==> config.mk <==
export PLATFORM = sky130hd
export DESIGN_NAME = ram_port_arbiter
export DESIGN_NICKNAME = d
export VERILOG_FILES = /design/src/rtl/ram_port_arbiter.sv
export SDC_FILE = /design/constraint.sdc
export NUM_CORES = 1
export LEC_CHECK = 0
export ABC_AREA = 1
export CORE_AREA = 5 5 113 115
export DETAILED_ROUTE_END_ITERATION = 10
export DIE_AREA = 0 0 118 120
export GPL_TIMING_DRIVEN = 0
export PLACE_DENSITY = 0.65
export REMOVE_ABC_BUFFERS = 1
export SLEW_MARGIN = 20
export SYNTH_ARGS = -nofsm -noshare
export SYNTH_HDL_FRONTEND = slang
export SYNTH_SLANG_ARGS = --single-unit
export TNS_END_PERCENT = 50
==> constraint.sdc <==
create_clock -name clk -period 3.46 [get_ports clk]
set_input_delay 0.346 -clock clk [delete_from_list [all_inputs] [get_ports clk]]
set_output_delay 0.346 -clock clk [all_outputs]
set_load 0.01 [all_outputs]
==> src/rtl/ram_port_arbiter.sv <==
// Round-robin arbiter sharing one single-port RAM among NREQ requesters, with lock support for atomic RMW.
// Optional: define TACHYON_RAM_ARB_DBG_PRIO_EN to give requester 0 (debug) priority in the ARB state.
module ram_port_arbiter #(
   parameter int NREQ       = 3,
   parameter int ADDR_WIDTH = 18,
   parameter int DATA_WIDTH = 32
) (
   input  logic                            clk,
   input  logic                            rst,
   input  logic [NREQ-1:0]                 req,
   input  logic [NREQ-1:0]                 lock,
   input  logic [NREQ-1:0]                 we,
   input  logic [NREQ*(DATA_WIDTH/8)-1:0]  be,
   input  logic [NREQ*ADDR_WIDTH-1:0]      addr,
   input  logic [NREQ*DATA_WIDTH-1:0]      wdata,
   output logic [NREQ-1:0]                 gnt,
   output logic [NREQ-1:0]                 rvalid,
   output logic [DATA_WIDTH-1:0]           rdata,
   output logic                            locked,
   output logic                            ram_en,
   output logic                            ram_we,
   output logic [DATA_WIDTH/8-1:0]         ram_be,
   output logic [ADDR_WIDTH-3:0]           ram_addr,
   output logic [DATA_WIDTH-1:0]           ram_wdata,
   input  logic [DATA_WIDTH-1:0]           ram_rdata
);

   localparam int BEW   = DATA_WIDTH/8;
   localparam int PTR_W = $clog2(NREQ);
   localparam int WA_W  = ADDR_WIDTH-2;

   typedef enum logic {ARB, LOCK} state_t;

   state_t            state_q, state_d;
   logic [PTR_W-1:0]  ptr_q, ptr_d;
   logic [PTR_W-1:0]  owner_q, owner_d;
   logic [PTR_W-1:0]  win_idx;
   logic              win_found;
   logic [NREQ-1:0]   rvalid_q, rvalid_d;
   logic [2*NREQ-1:0] unused_addr_lsbs;

   function automatic logic [PTR_W-1:0] inc_wrap(input logic [PTR_W-1:0] i);
      if (int'(i) == NREQ-1) return '0;
      return i + 1'b1;
   endfunction

   for (genvar g = 0; g < NREQ; g++) begin : g_lsbs
      assign unused_addr_lsbs[2*g +: 2] = addr[g*ADDR_WIDTH +: 2];
   end

   // Winner selection: owner only while locked, otherwise first requester scanning from ptr.
   always_comb begin
      int idx;
      win_found = 1'b0;
      win_idx   = '0;
      idx       = 0;
      if (state_q == LOCK) begin
         win_found = req[owner_q];
         win_idx   = owner_q;
      end else begin
         for (int k = 0; k < NREQ; k++) begin
            idx = int'(ptr_q) + k;
            if (idx >= NREQ) idx = idx - NREQ;
            if (!win_found && req[idx]) begin
               win_found = 1'b1;
               win_idx   = PTR_W'(idx);
            end
         end
`ifdef TACHYON_RAM_ARB_DBG_PRIO_EN
         if (req[0]) begin
            win_found = 1'b1;
            win_idx   = '0;
         end
`endif
      end
      if (rst) win_found = 1'b0;
      gnt = '0;
      if (win_found) gnt[win_idx] = 1'b1;
   end

   always_comb begin
      ram_en    = win_found;
      ram_we    = 1'b0;
      ram_be    = '0;
      ram_addr  = '0;
      ram_wdata = '0;
      if (win_found) begin
         ram_we    = we[win_idx];
         ram_be    = be[int'(win_idx)*BEW +: BEW];
         ram_addr  = addr[int'(win_idx)*ADDR_WIDTH + 2 +: WA_W];
         ram_wdata = wdata[int'(win_idx)*DATA_WIDTH +: DATA_WIDTH];
      end
   end

   // Lock release is decided by the owner's lock bit alone, whether or not it is requesting.
   always_comb begin
      state_d  = state_q;
      ptr_d    = ptr_q;
      owner_d  = owner_q;
      rvalid_d = gnt & ~we;
      if (state_q == ARB) begin
         if (win_found) begin
            if (lock[win_idx]) begin
               state_d = LOCK;
               owner_d = win_idx;
            end else begin
`ifdef TACHYON_RAM_ARB_DBG_PRIO_EN
               if (win_idx != '0) ptr_d = inc_wrap(win_idx);
`else
               ptr_d = inc_wrap(win_idx);
`endif
            end
         end
      end else begin
         if (!lock[owner_q]) begin
            state_d = ARB;
            ptr_d   = inc_wrap(owner_q);
         end
      end
   end

   always_ff @(posedge clk or posedge rst) begin
      if (rst) begin
         state_q  <= ARB;
         ptr_q    <= '0;
         owner_q  <= '0;
         rvalid_q <= '0;
      end else begin
         state_q  <= state_d;
         ptr_q    <= ptr_d;
         owner_q  <= owner_d;
         rvalid_q <= rvalid_d;
      end
   end

   assign rvalid = rvalid_q;
   assign rdata  = ram_rdata;
   assign locked = (state_q == LOCK);

endmodule

=== Word level (Yosys, flattened, before mapping) ===
Index checks and enable logic that the tools add are counted.

* Output and inout bits: 93
* Logic and storage cells: 100
* Register bits: 8
* Input bits: 205

* Add/sub/neg operators: 8
* Bitwise logic cells: 3
* Eq/ne operators: 4
* Shift operators: 3
* Mux-type cells: 60
* $mul: 1
* Reductions and logical operators: 8
* Magnitude comparators: 9

{| class="wikitable"
|+ Operators with widths
! cell !! count
|-
| $mux W32 || 7
|-
| $lt A32 B4 Y1 const B || 3
|-
| $shiftx A96 B8 Y32 || 1
|-
| $shiftx A54 B9 Y16 || 1
|-
| $mux W1 || 30
|-
| $mux W2 || 12
|-
| $mux W16 || 1
|-
| $bmux W1 S2 || 7
|-
| $shiftx A12 B5 Y4 || 1
|-
| $add A7 B2 Y8 const B || 1
|-
| $sub A3 B2 Y4 const B || 2
|-
| $ge A3 B2 Y1 const B || 2
|-
| $lt A2 B3 Y1 const B || 2
|-
| $mul A2 B4 Y6 const B || 1
|-
| $reduce_and A3 Y1 || 2
|-
| $add A2 B1 Y2 const B || 2
|-
| $eq A2 B2 Y1 const B || 2
|-
| $mux W4 || 1
|-
| $ne A2 B2 Y1 const B || 2
|-
| $add A2 B1 Y3 const B || 1
|-
| $add A2 B2 Y3 const B || 1
|-
| $and A3 B3 Y3 || 1
|-
| $logic_and A1 B1 Y1 || 3
|-
| $mux W3 || 1
|-
| other kinds (8) || 9
|}

=== Longest topological paths before layout ===
* Depth in word-level cells: 25
* Mapped depth: 19
* Gate-level depth less buffers: 17

=== Least setup slack after synthesis ===
OpenSTA, ideal clock, no wires.

* Path kind: reg-to-output
* Start: register ptr_q[0]
* End: output port ram_wdata[15]
* Required time: 3.114 ns
* Cell stages (with the launch flop): 14
* Path buffers: 2
* Path slack: 0.937 ns
* Data arrival time: 2.177 ns
* Path through: dfrtp_1 > inv_1 > ha_1 > buf_2 > o21ai_0 > nand2_1 > nand2_1 > clkinv_1 > nand2_1 > nand3_4 > nor3_4 > buf_6 > nand2_1 > nand3_1

* Longest elaborated chain between the ends: 18
* Elaborated cells on any way between the ends: 40
* Classes of those cells: add/sub (5); order compare (3); shift (1); mux (27); reduce/logical (4)

{| class="wikitable"
|+ RTL lines
! item !! RTL line !! source
|-
| start, declared || 35 || <nowiki>logic [PTR_W-1:0] ptr_q, ptr_d;</nowiki>
|-
| start signal, assigned || 130 || <nowiki>ptr_q <= ptr_d;</nowiki>
|-
| parallel branches: the longest is 17 deep, another holds $sub A3 B2 Y4 || - ||
|-
| $mux W32 (*) || 87 || <nowiki>if (win_found) begin</nowiki>
|-
| end, declared || 24 || <nowiki>output logic [DATA_WIDTH-1:0] ram_wdata,</nowiki>
|}

Mark *: on every way between the ends. The select of a mux whose other input is x is not followed.

=== Final worst setup path ===
* Start: input port req[2]
* End: output port ram_wdata[18]

* Longest elaborated chain between the ends: 15
* Elaborated cells on any way between the ends: 28
* Classes of those cells: shift (1); mux (23); reduce/logical (4)

{| class="wikitable"
|+ RTL lines
! item !! RTL line !! source
|-
| start, declared || 10 || <nowiki>input logic [NREQ-1:0] req,</nowiki>
|-
| $bmux W1 S2 || 64 || <nowiki>if (!win_found && req[idx]) begin</nowiki>
|-
| $mux W1 (implied by the code) (2 in a row) || 64 ||
|-
| $mux W1 || 64 ||
|-
| $mux W1 || 57 || <nowiki>if (state_q == LOCK) begin</nowiki>
|-
| $logic_not A1 Y1 || 64 ||
|-
| $logic_and A1 B1 Y1 || 64 ||
|-
| $mux W1 || 64 ||
|-
| $mux W1 || 57 ||
|-
| $logic_not A1 Y1 || 64 ||
|-
| $logic_and A1 B1 Y1 || 64 ||
|-
| $mux W2 or $mux W1 (tied branches) || 64 ||
|-
| $mux W2 or $mux W1 (tied branches) || 57 ||
|-
| $shiftx A96 B8 Y32 or $mux W1 (tied branches) || 91, 76 ||
|-
| $mux W32 (*) || 87 ||
|}

Mark *: on every way between the ends. The rest lies on a longest branch, timed or not. The select of a mux whose other input is x is not followed.

==> qor.yml <==
detailed_routing:
  wirelength_met1_mm: 5.07
  avgRoutedWirePerCell_um: 16.4
  highest_layer: "met5"
  wl_met3_mm: 1.49
  vias: 3424
  vias_per_cell: 4.45
  route.met2.wl_mm: 5.82
  drc: 0
  ant_nets: 0
  routed_wl_mm: 12.7
  drt-initial-drc-count: 199
  firstDrtPassIters: 5
final_layout:
  drive_gt1_share_pct: 7.87
  nets: 834
  syn2layout_area_growth_pct: 111
  antenna_cells: 0
  final_cell_mix: "clkdlybuf4s50_1 (226), nand2_1 (206), nand3_1 (76)"
  utilization_pct: 39.8
  final_common_cell: "clkdlybuf4s50_1"
  finalNonFillerCells: 770
sta:
  setup_tns_ps: 0
  tightestPinTransition_ps: 415
  slew_viol_final: 0
  max_freq_ghz: 0.297
  finClkSkew_ps: 4.94
  slew_headroom_pct: 72.3
  fin_crit_ps: 3360
  finalWorstSetupSlack_ps: 95.7
  hold_viol: 0
  fin_crit_sh_pct: 97.2
  setup_viol: 0
synthesis:
  synth_seq_cells: 8
  synth_area_per_cell_um2: 5.18
  synth-warning-count: 0
  syn_area_um2: 2210
  syn_inst: 427
  seq_area_frac_synth_pct: 9.05
  synth_cell_type_count: 27
pwr:
  pwr-share-seq_pct: 4.0
  p_total_uw: 4240
  p_int_uw: 2100
  netSwitchingFraction_pct: 50.5
  clkPwrFrac_pct: 4.6
  ir_worst_vdd_mv: 0.469
  leakage_uw: 0.00212
  power.density_nw_per_um2: 909
  p_sw_uw: 2140
  power_frac_comb_pct: 91.3
placed_design:
  io_buffers: 227
  dp.cells: 753
  gp_congestion: 0.850
  dp_hpwl_mm: 10.3
  dpl_worst_slack_ps: -318
setup_path:
  timing.rr.end: "owner_q[1]"
  path_class: "input pin to output port"
  critPathMaxFanout: 8
  worstPathRequired_ps: 3110
  cp-start-kind: "input pin"
  timing.rr.start: "ptr_q[1]"
  rrSetupSlack_ps: 1050
  cp.arrival_ps: 3020
  ff2ff_path_depth: 14
  end_kind: "output port"
grt:
  first_global_vias: 3397
  globalRouteOverflowTotal: 0
  grt_max_degree: 39
  grt_pass1_wl_mm: 18.4
  track_usage_pct: 16.4
  antenna_found_initial: 0
floorplanning:
  die_w_um: 118
  die-height_um: 120
  initial_utilization_pct: 18.9
  dieArea_um2: 14200
  core_area_um2: 11700
  num_rows: 40
  ios: 298
clocking:
  clock_latency_ps: 230
  clock-root-buffer: "clkbuf_16"
  clock_sinks: 8
  clk_pin_slew_worst_paths_ps: 40
  tritoncts: "done"
  clockBufferDepth: 2
  cts_buffers: 3
  htreeDepth: 1
outcome:
  status: "finished clean"
run:
  maxCapViolations: 0
hold_path:
  hold_class: "input pin to async pin"
==> state kept, by name, indices dropped and copies added, names as in the netlist <==
name,cells
ptr_q,2
owner_q,2
locked,1
rvalid,3
==> final cells by class <==
type	count	area [um2]
Tap cell	147	184
Clock buffer	3	75.1
Timing Repair inverter	1	8.76
Multi-Input combinational cell	330	1570
Sequential cell	8	203
Fill cell	1206	7050
Timing Repair Buffer	242	2470
Inverter	39	159
==> through the flow <==
step                      area, um2  hold WS [ps]
final                          4660           402
after global routing           4660           460
after CTS                      4520           415
after detailed placement       4360           533
after global placement         4310           522
after floorplan                1850           192
==> power groups by stage <==
stage                     combinational (uW)  clock [uW]  sequential [uW]
after floorplan                         1800           0              162
after global placement                  3400           0              162
after detailed placement                3530           0              163
after CTS                               3720         198              162
after global routing                    4270         204              176
final                                   3870         197              170
==> Yosys cell counts <==
| master | count | area (um2) |
|---|---|---|
| a21oi_1 | 1 | 5.00 |
| a21oi_2 | 1 | 8.76 |
| a31oi_1 | 1 | 6.26 |
| buf_2 | 13 | 65.1 |
| buf_4 | 33 | 248 |
| buf_6 | 4 | 45.0 |
| clkinv_1 | 1 | 3.75 |
| dfrtp_1 | 8 | 200 |
| ha_1 | 4 | 50.1 |
| inv_1 | 34 | 128 |
| inv_2 | 4 | 15.0 |
| nand2_1 | 207 | 777 |
| nand2_2 | 9 | 56.3 |
| nand2_4 | 1 | 11.3 |
| nand3_1 | 77 | 385 |
| nand3_2 | 3 | 30.0 |
| nand3_4 | 1 | 17.5 |
| nand3b_1 | 1 | 7.51 |
| nand4_1 | 4 | 25.0 |
| nor2_1 | 6 | 22.5 |
| nor2_4 | 2 | 22.5 |
| nor3_1 | 2 | 10.0 |
| nor3_4 | 1 | 16.3 |
| nor4_1 | 2 | 12.5 |
| o21ai_0 | 4 | 20.0 |
| o21ai_1 | 1 | 5.00 |
| o221ai_1 | 2 | 17.5 |
==> layer usage <==
metal | vias to the layer above | GRT usage (%)
li1 | 1708 | -
met1 | 1508 | 18.8
met2 | 190 | 26.5
met3 | 16 | 8.86
met4 | 2 | 3.37
met5 | - | 4.78
==> cell families after synthesis <==
kind of cell / Yosys count / share of synthesized area [%]
buf+inv: 89 / 22.8
compound gates: 10 / 2.83
flops: 8 / 9.05
simple gates: 316 / 63.0
fa+ha+maj: 4 / 2.26
==> worst max-delay path by stage <==
| stage | startpoint | to | slack (ps) | cells past startpoint |
|---|---|---|---|---|
| final | req[2] | ram_wdata[18] | 100 | 14 |
| after detailed placement | req[2] | ram_wdata[15] | -320 | 13 |
| after floorplan | ptr_q[0] | ram_addr[0] | 570 | 11 |
| after global placement | req[2] | ram_wdata[25] | -630 | 12 |
| after global routing | ptr_q[0] | ram_wdata[25] | -20 | 15 |
| after CTS | ptr_q[0] | ram_wdata[19] | 1 | 14 |
==> worst max-delay path, stage by stage <==
cell and delay [ps]:
clkdlybuf4s50_1 500, inv_1 110, o21ai_1 240, nand2_2 120
nand2_1 80, clkinv_1 90, nand2_1 110, nand3_4 160
nor3_4 260, buf_12 150, buf_4 170, nand2_1 60
nand3_1 60, clkdlybuf4s50_1 550
==> timing repair <==
item / 4_1_cts / 5_1_grt
endpoints found under the setup margin: 55 / 53
gates cloned: 1 / 1
pin swaps: 3 / 3
setup buffers: 5 / 7
resized for setup: 9 / 10
hold buffers: 0 / 0
No activity file was read; power rests on OpenSTA's default activity.
